===== src/rtl/spi_adc_scanner.sv =====
// Round-robin SPI (mode 0) master for a multi-channel serial ADC.
// Returns one tagged sample per frame and keeps a hysteresis flag per channel.
module spi_adc_scanner #(
   parameter int DATA_W  = 12,
   parameter int NUM_CH  = 4,
   parameter int CLK_DIV = 2,
   parameter int GAP_CYC = 4,
   localparam int CH_W   = (NUM_CH > 1) ? $clog2(NUM_CH) : 1
) (
   input  logic              clk,
   input  logic              rst_n,
   input  logic              i_enable,
   input  logic              i_miso,
   input  logic [DATA_W-1:0] i_thresh_hi,
   input  logic [DATA_W-1:0] i_thresh_lo,
   output logic              o_mosi,
   output logic              o_sck,
   output logic              o_cs_n,
   output logic [DATA_W-1:0] o_data,
   output logic [CH_W-1:0]   o_ch,
   output logic              o_valid,
   output logic [NUM_CH-1:0] o_above,
   output logic              o_busy
);
   localparam int FRAME   = 2 + CH_W + DATA_W;
   localparam int BIT_W   = $clog2(FRAME + 1);
   localparam int CNT_MAX = (CLK_DIV > GAP_CYC) ? CLK_DIV : GAP_CYC;
   localparam int CNT_W   = $clog2(CNT_MAX + 1);

   localparam logic [BIT_W-1:0] LAST_BIT = BIT_W'(FRAME);
   localparam logic [CNT_W-1:0] DIV_END  = CNT_W'(CLK_DIV - 1);
   localparam logic [CNT_W-1:0] GAP_END  = CNT_W'(GAP_CYC - 1);
   localparam logic [CH_W-1:0]  CH_LAST  = CH_W'(NUM_CH - 1);

   localparam logic [2:0] S_IDLE  = 3'd0;
   localparam logic [2:0] S_SETUP = 3'd1;
   localparam logic [2:0] S_SHIFT = 3'd2;
   localparam logic [2:0] S_HOLD  = 3'd3;
   localparam logic [2:0] S_GAP   = 3'd4;

   logic [2:0]        state_reg;
   logic [CNT_W-1:0]  cnt_reg;
   logic [BIT_W-1:0]  bit_reg;
   logic [CH_W-1:0]   ptr_reg;
   logic [CH_W-1:0]   ptr_next;
   logic [FRAME-1:0]  tx_reg;
   logic [DATA_W-1:0] rx_reg;
   logic              sck_reg;
   logic              cs_n_reg;
   logic              valid_reg;
   logic [DATA_W-1:0] data_reg;
   logic [CH_W-1:0]   ch_reg;
   logic [NUM_CH-1:0] above_reg;
   logic [NUM_CH-1:0] above_next;
   logic              div_done;
   logic              gap_done;

   // Command word, sent MSB first: start '1', channel address, null '0', then zeros.
   function automatic logic [FRAME-1:0] cmd_word(input logic [CH_W-1:0] p);
      return {1'b1, p, 1'b0, {DATA_W{1'b0}}};
   endfunction

   assign ptr_next = (ptr_reg == CH_LAST) ? '0 : ptr_reg + CH_W'(1);
   assign div_done = (cnt_reg == DIV_END);
   assign gap_done = (cnt_reg == GAP_END);

   always_ff @(posedge clk) begin
      if (!rst_n) begin
         state_reg <= S_IDLE;
         cnt_reg   <= '0;
         bit_reg   <= '0;
         ptr_reg   <= '0;
         tx_reg    <= '0;
         rx_reg    <= '0;
         sck_reg   <= 1'b0;
         cs_n_reg  <= 1'b1;
         valid_reg <= 1'b0;
         data_reg  <= '0;
         ch_reg    <= '0;
      end else begin
         valid_reg <= 1'b0;
         case (state_reg)
            S_IDLE: begin
               if (i_enable) begin
                  state_reg <= S_SETUP;
                  cnt_reg   <= '0;
                  ptr_reg   <= '0;
                  tx_reg    <= cmd_word('0);
                  cs_n_reg  <= 1'b0;
               end
            end
            S_SETUP: begin
               if (div_done) begin
                  state_reg <= S_SHIFT;
                  cnt_reg   <= '0;
                  bit_reg   <= '0;
                  sck_reg   <= 1'b1;
                  rx_reg    <= DATA_W'({rx_reg, i_miso});
               end else begin
                  cnt_reg <= cnt_reg + CNT_W'(1);
               end
            end
            S_SHIFT: begin
               if (!div_done) begin
                  cnt_reg <= cnt_reg + CNT_W'(1);
               end else begin
                  cnt_reg <= '0;
                  // MISO is captured as SCK rises, MOSI advances as SCK falls.
                  if (sck_reg) begin
                     sck_reg <= 1'b0;
                     tx_reg  <= tx_reg << 1;
                     bit_reg <= bit_reg + BIT_W'(1);
                  end else if (bit_reg == LAST_BIT) begin
                     state_reg <= S_HOLD;
                  end else begin
                     sck_reg <= 1'b1;
                     rx_reg  <= DATA_W'({rx_reg, i_miso});
                  end
               end
            end
            S_HOLD: begin
               if (div_done) begin
                  state_reg <= S_GAP;
                  cnt_reg   <= '0;
                  cs_n_reg  <= 1'b1;
                  valid_reg <= 1'b1;
                  data_reg  <= rx_reg;
                  ch_reg    <= ptr_reg;
               end else begin
                  cnt_reg <= cnt_reg + CNT_W'(1);
               end
            end
            S_GAP: begin
               if (gap_done) begin
                  cnt_reg <= '0;
                  ptr_reg <= ptr_next;
                  if (i_enable) begin
                     state_reg <= S_SETUP;
                     tx_reg    <= cmd_word(ptr_next);
                     cs_n_reg  <= 1'b0;
                  end else begin
                     state_reg <= S_IDLE;
                  end
               end else begin
                  cnt_reg <= cnt_reg + CNT_W'(1);
               end
            end
            default: state_reg <= S_IDLE;
         endcase
      end
   end

   // Hysteresis: set at/above hi, clear at/below lo, otherwise hold; set has priority.
   generate
      for (genvar gi = 0; gi < NUM_CH; gi++) begin : g_above
         logic hit;
         assign hit = valid_reg && (ch_reg == CH_W'(gi));
         assign above_next[gi] = !hit                        ? above_reg[gi] :
                                 (data_reg >= i_thresh_hi)   ? 1'b1 :
                                 (data_reg <= i_thresh_lo)   ? 1'b0 : above_reg[gi];
      end
   endgenerate

   always_ff @(posedge clk) begin
      if (!rst_n) above_reg <= '0;
      else        above_reg <= above_next;
   end

   assign o_mosi  = tx_reg[FRAME-1];
   assign o_sck   = sck_reg;
   assign o_cs_n  = cs_n_reg;
   assign o_data  = data_reg;
   assign o_ch    = ch_reg;
   assign o_valid = valid_reg;
   assign o_above = above_reg;
   assign o_busy  = (state_reg != S_IDLE);
endmodule


===== config.mk =====
export PLATFORM = sky130hd
export DESIGN_NAME = spi_adc_scanner
export DESIGN_NICKNAME = d
export VERILOG_FILES = /design/src/rtl/spi_adc_scanner.sv
export SDC_FILE = /design/constraint.sdc
export NUM_CORES = 1
export LEC_CHECK = 0
export ABC_CLOCK_PERIOD_IN_PS = 2000
export BUFFER_PORTS_ARGS = -buffer_cell sky130_fd_sc_hd__buf_2
export CORE_MARGIN = 2
export CORE_UTILIZATION = 56
export DETAILED_ROUTE_END_ITERATION = 6
export GPL_ROUTABILITY_DRIVEN = 0
export PLACE_DENSITY = 0.83
export SYNTH_ARGS = -nofsm -noshare
export SYNTH_HDL_FRONTEND = slang
export SYNTH_SLANG_ARGS = --single-unit

===== constraint.sdc =====
create_clock -name clk -period 2 [get_ports clk]
set_input_delay 0.4 -clock clk [delete_from_list [all_inputs] [get_ports clk]]
set_output_delay 0.4 -clock clk [all_outputs]
set_load 0.005 [all_outputs]

==> reports/metrics.yaml <==
layout:
  stdcell_count: 459
  multi_input_area_um2: 1680
  drive_gt1_frac: 0.198
  nets: 447
  fillers: 442
  diodes: 0
  seq_area_um2: 981
  syn_to_final_growth_pct: 15.5
sta:
  slew_headroom: 0.697
  worst_pin_slew_ns: 0.454
  setup_viol: 0
  period_minus_slack_ns: 1.85
  hold_violations: 0
  slew_viol_final: 0
  grt_setup_unrepaired: "false"
  skew_ns: 0.00494
  finalCritPeriodShare: 0.925
  timing.hold.ws_ns: 0.375
  max_freq_mhz: 541
place:
  dpl.hpwl_um: 4250
  place_inst: 451
  io_buffers: 50
cts:
  clock_sinks: 49
  clk_pin_slew_ns: 0.08
  htreeDepth: 2
  cts-resized-gates: 0
  cts_max_path_buffers: 2
  root_buffer: "clkbuf_8"
  numCtsBuffers: 5
  tritoncts: "done"
  clock_latency_ns: 0.30
  post-cts-setup-buffers: 0
  postCtsHoldBufs: 0
worst_setup_path:
  cp.arrival_ns: 2.03
  startpoint_type: "flop"
  worst_setup_path_end_kind: "flop"
  path_max_fanout: 4
  critPathKind: "reg2reg"
  worst_ep_required_time_ns: 2.18
grt:
  grt_pass1_vias: 2168
  antenna_found_initial: 0
  grt_pass1_wl_um: 8980
  grt.overflow.total: 0
  grt_usage: 0.203
  grt_start_max_net_pins: 44
drt:
  vias: 2403
  wl_per_cell_um: 11.9
  firstDrtPassIters: 4
  ant_nets: 0
  drt-total-wl_um: 5460
  drc: 0
  drtIter0Drc: 96
  routed_via_density: 5.24
die:
  coreArea_um2: 5010
  dieHeight_um: 75.5
  dieArea_um2: 5690
  die_w_um: 75.5
  io_pins: 51
  initial_core_util: 0.571
  std_cell_rows: 26
logic_synthesis:
  synth_common_cells: "dfxtp_1 (49), nand2_1 (42), inv_1 (32)"
  async_reset_ff_frac: 0
  syn_area_um2: 2860
  syn_area_per_cell_um2: 8.62
  ys_ff_latch: 49
  synth_largest_area_cell: "dfxtp_1"
  synth_ff_type: "dfxtp_1"
  yosysUniqueCellTypes: 53
  synth.yosys.seq_area_share: 0.343
  yosys_warnings: 0
  synth_area_leaders: "dfxtp_1 (34%), ha_1 (14%), mux2i_1 (5.6%), nand2_1 (5.5%), nor2b_1 (4.4%)"
  synth_top_area_share: 0.343
  synth_edf_count: 0
  synth_cells: 332
  synth_nets: 391
  synth.most_common_cell: "dfxtp_1"
job:
  cap_violations: 0
outcome:
  status: "finished clean"
power_and_ir_drop:
  power-per-cell-area_nw_per_um2: 568
  ir_worst_vdd_v: 0.000437
  p_leak_nw: 1.48
worst_hold_path:
  min_path_type: "in2reg"
worst max-delay path, stage by stage (launching register included):
cell and delay (ns):
dfxtp_1 0.35, ha_1 0.31, nand4_1 0.12, or2_1 0.29, or4_1 0.50, nand3_1 0.10, o32ai_1 0.07
cell families (layout without fill, tap and decap cells):
logic type | Yosys count | in the layout | share of synthesized area
AOI/OAI and AO/OA | 63 | 63 | 0.153
xor gates and xnor gates | 4 | 4 | 0.0122
adders and majority gates | 31 | 31 | 0.136
buffers and inverters | 45 | 102 | 0.0696
DFF | 49 | 49 | 0.343
muxes | 16 | 16 | 0.0560
and+or+nand+nor | 124 | 124 | 0.231
through the flow:
step                power [W]   util  setup slack, ns  setup TNS (ns)  instance area, um2
global route          0.00197  0.660           0.0358               0                3300
floorplan             0.00125      -            0.160               0                2860
CTS                   0.00191  0.660            0.134               0                3300
global placement      0.00133  0.643           0.0371               0                3220
finish                0.00188  0.660            0.150               0                3300
detailed placement    0.00134  0.643          -0.0195         -0.0195                3220
worst paths after layout:
path / from / to / slack, ns / cells past startpoint
worst max-delay path: o_data[9] / o_above[1] / 0.15 / 6
worst min register to register: rx_reg[11] / o_data[11] / 0.46 / 2
worst min-delay path: i_miso / rx_reg[0] / 0.37 / 3
worst max register to register: o_data[9] / o_above[1] / 0.15 / 6
report_power, final:
part | switching (W) | internal [W]
clock | 0.000313 | 0.000243
sequential | 0.0000281 | 0.000994
combinational | 0.000148 | 0.000150
layout make-up:
| class | count | share of cell area |
|---|---|---|
| clock buffer | 6 | 0.0220 |
| clock inverter | 2 | 0.00303 |
| tap | 70 | 0.0265 |
| sequential | 49 | 0.297 |
| timing repair buffer | 62 | 0.107 |
| multi-input combinational | 238 | 0.509 |
| inverter | 32 | 0.0363 |
layout by cell type, fill, tap and decap left out, drive strengths merged, types with 2 or more instances in the layout:
master,n
clkinv,2
nand2b,4
nor2,12
a21boi,15
nand3b,5
nor3,5
o21a,2
nand3,10
clkbuf,6
nor4,3
nand2,42
a21o,2
ha,31
or3b,2
xor2,4
o32ai,2
nor2b,20
o22ai,4
a21oi,17
nand4,5
a22oi,2
o311ai,2
dfxtp,49
inv,32
or2,2
buf,62
o21ai,8
nor3b,4
and2,5
mux2i,16
per-layer routing:
layer  GRT usage  routed length [um]  part of all wire
met5           0                   0                 0
met3      0.0516                 276             0.051
met1       0.243                2560              0.47
met2       0.344                2510              0.46
met4      0.0877                 114             0.021
Power figures use the tool's default switching activity.
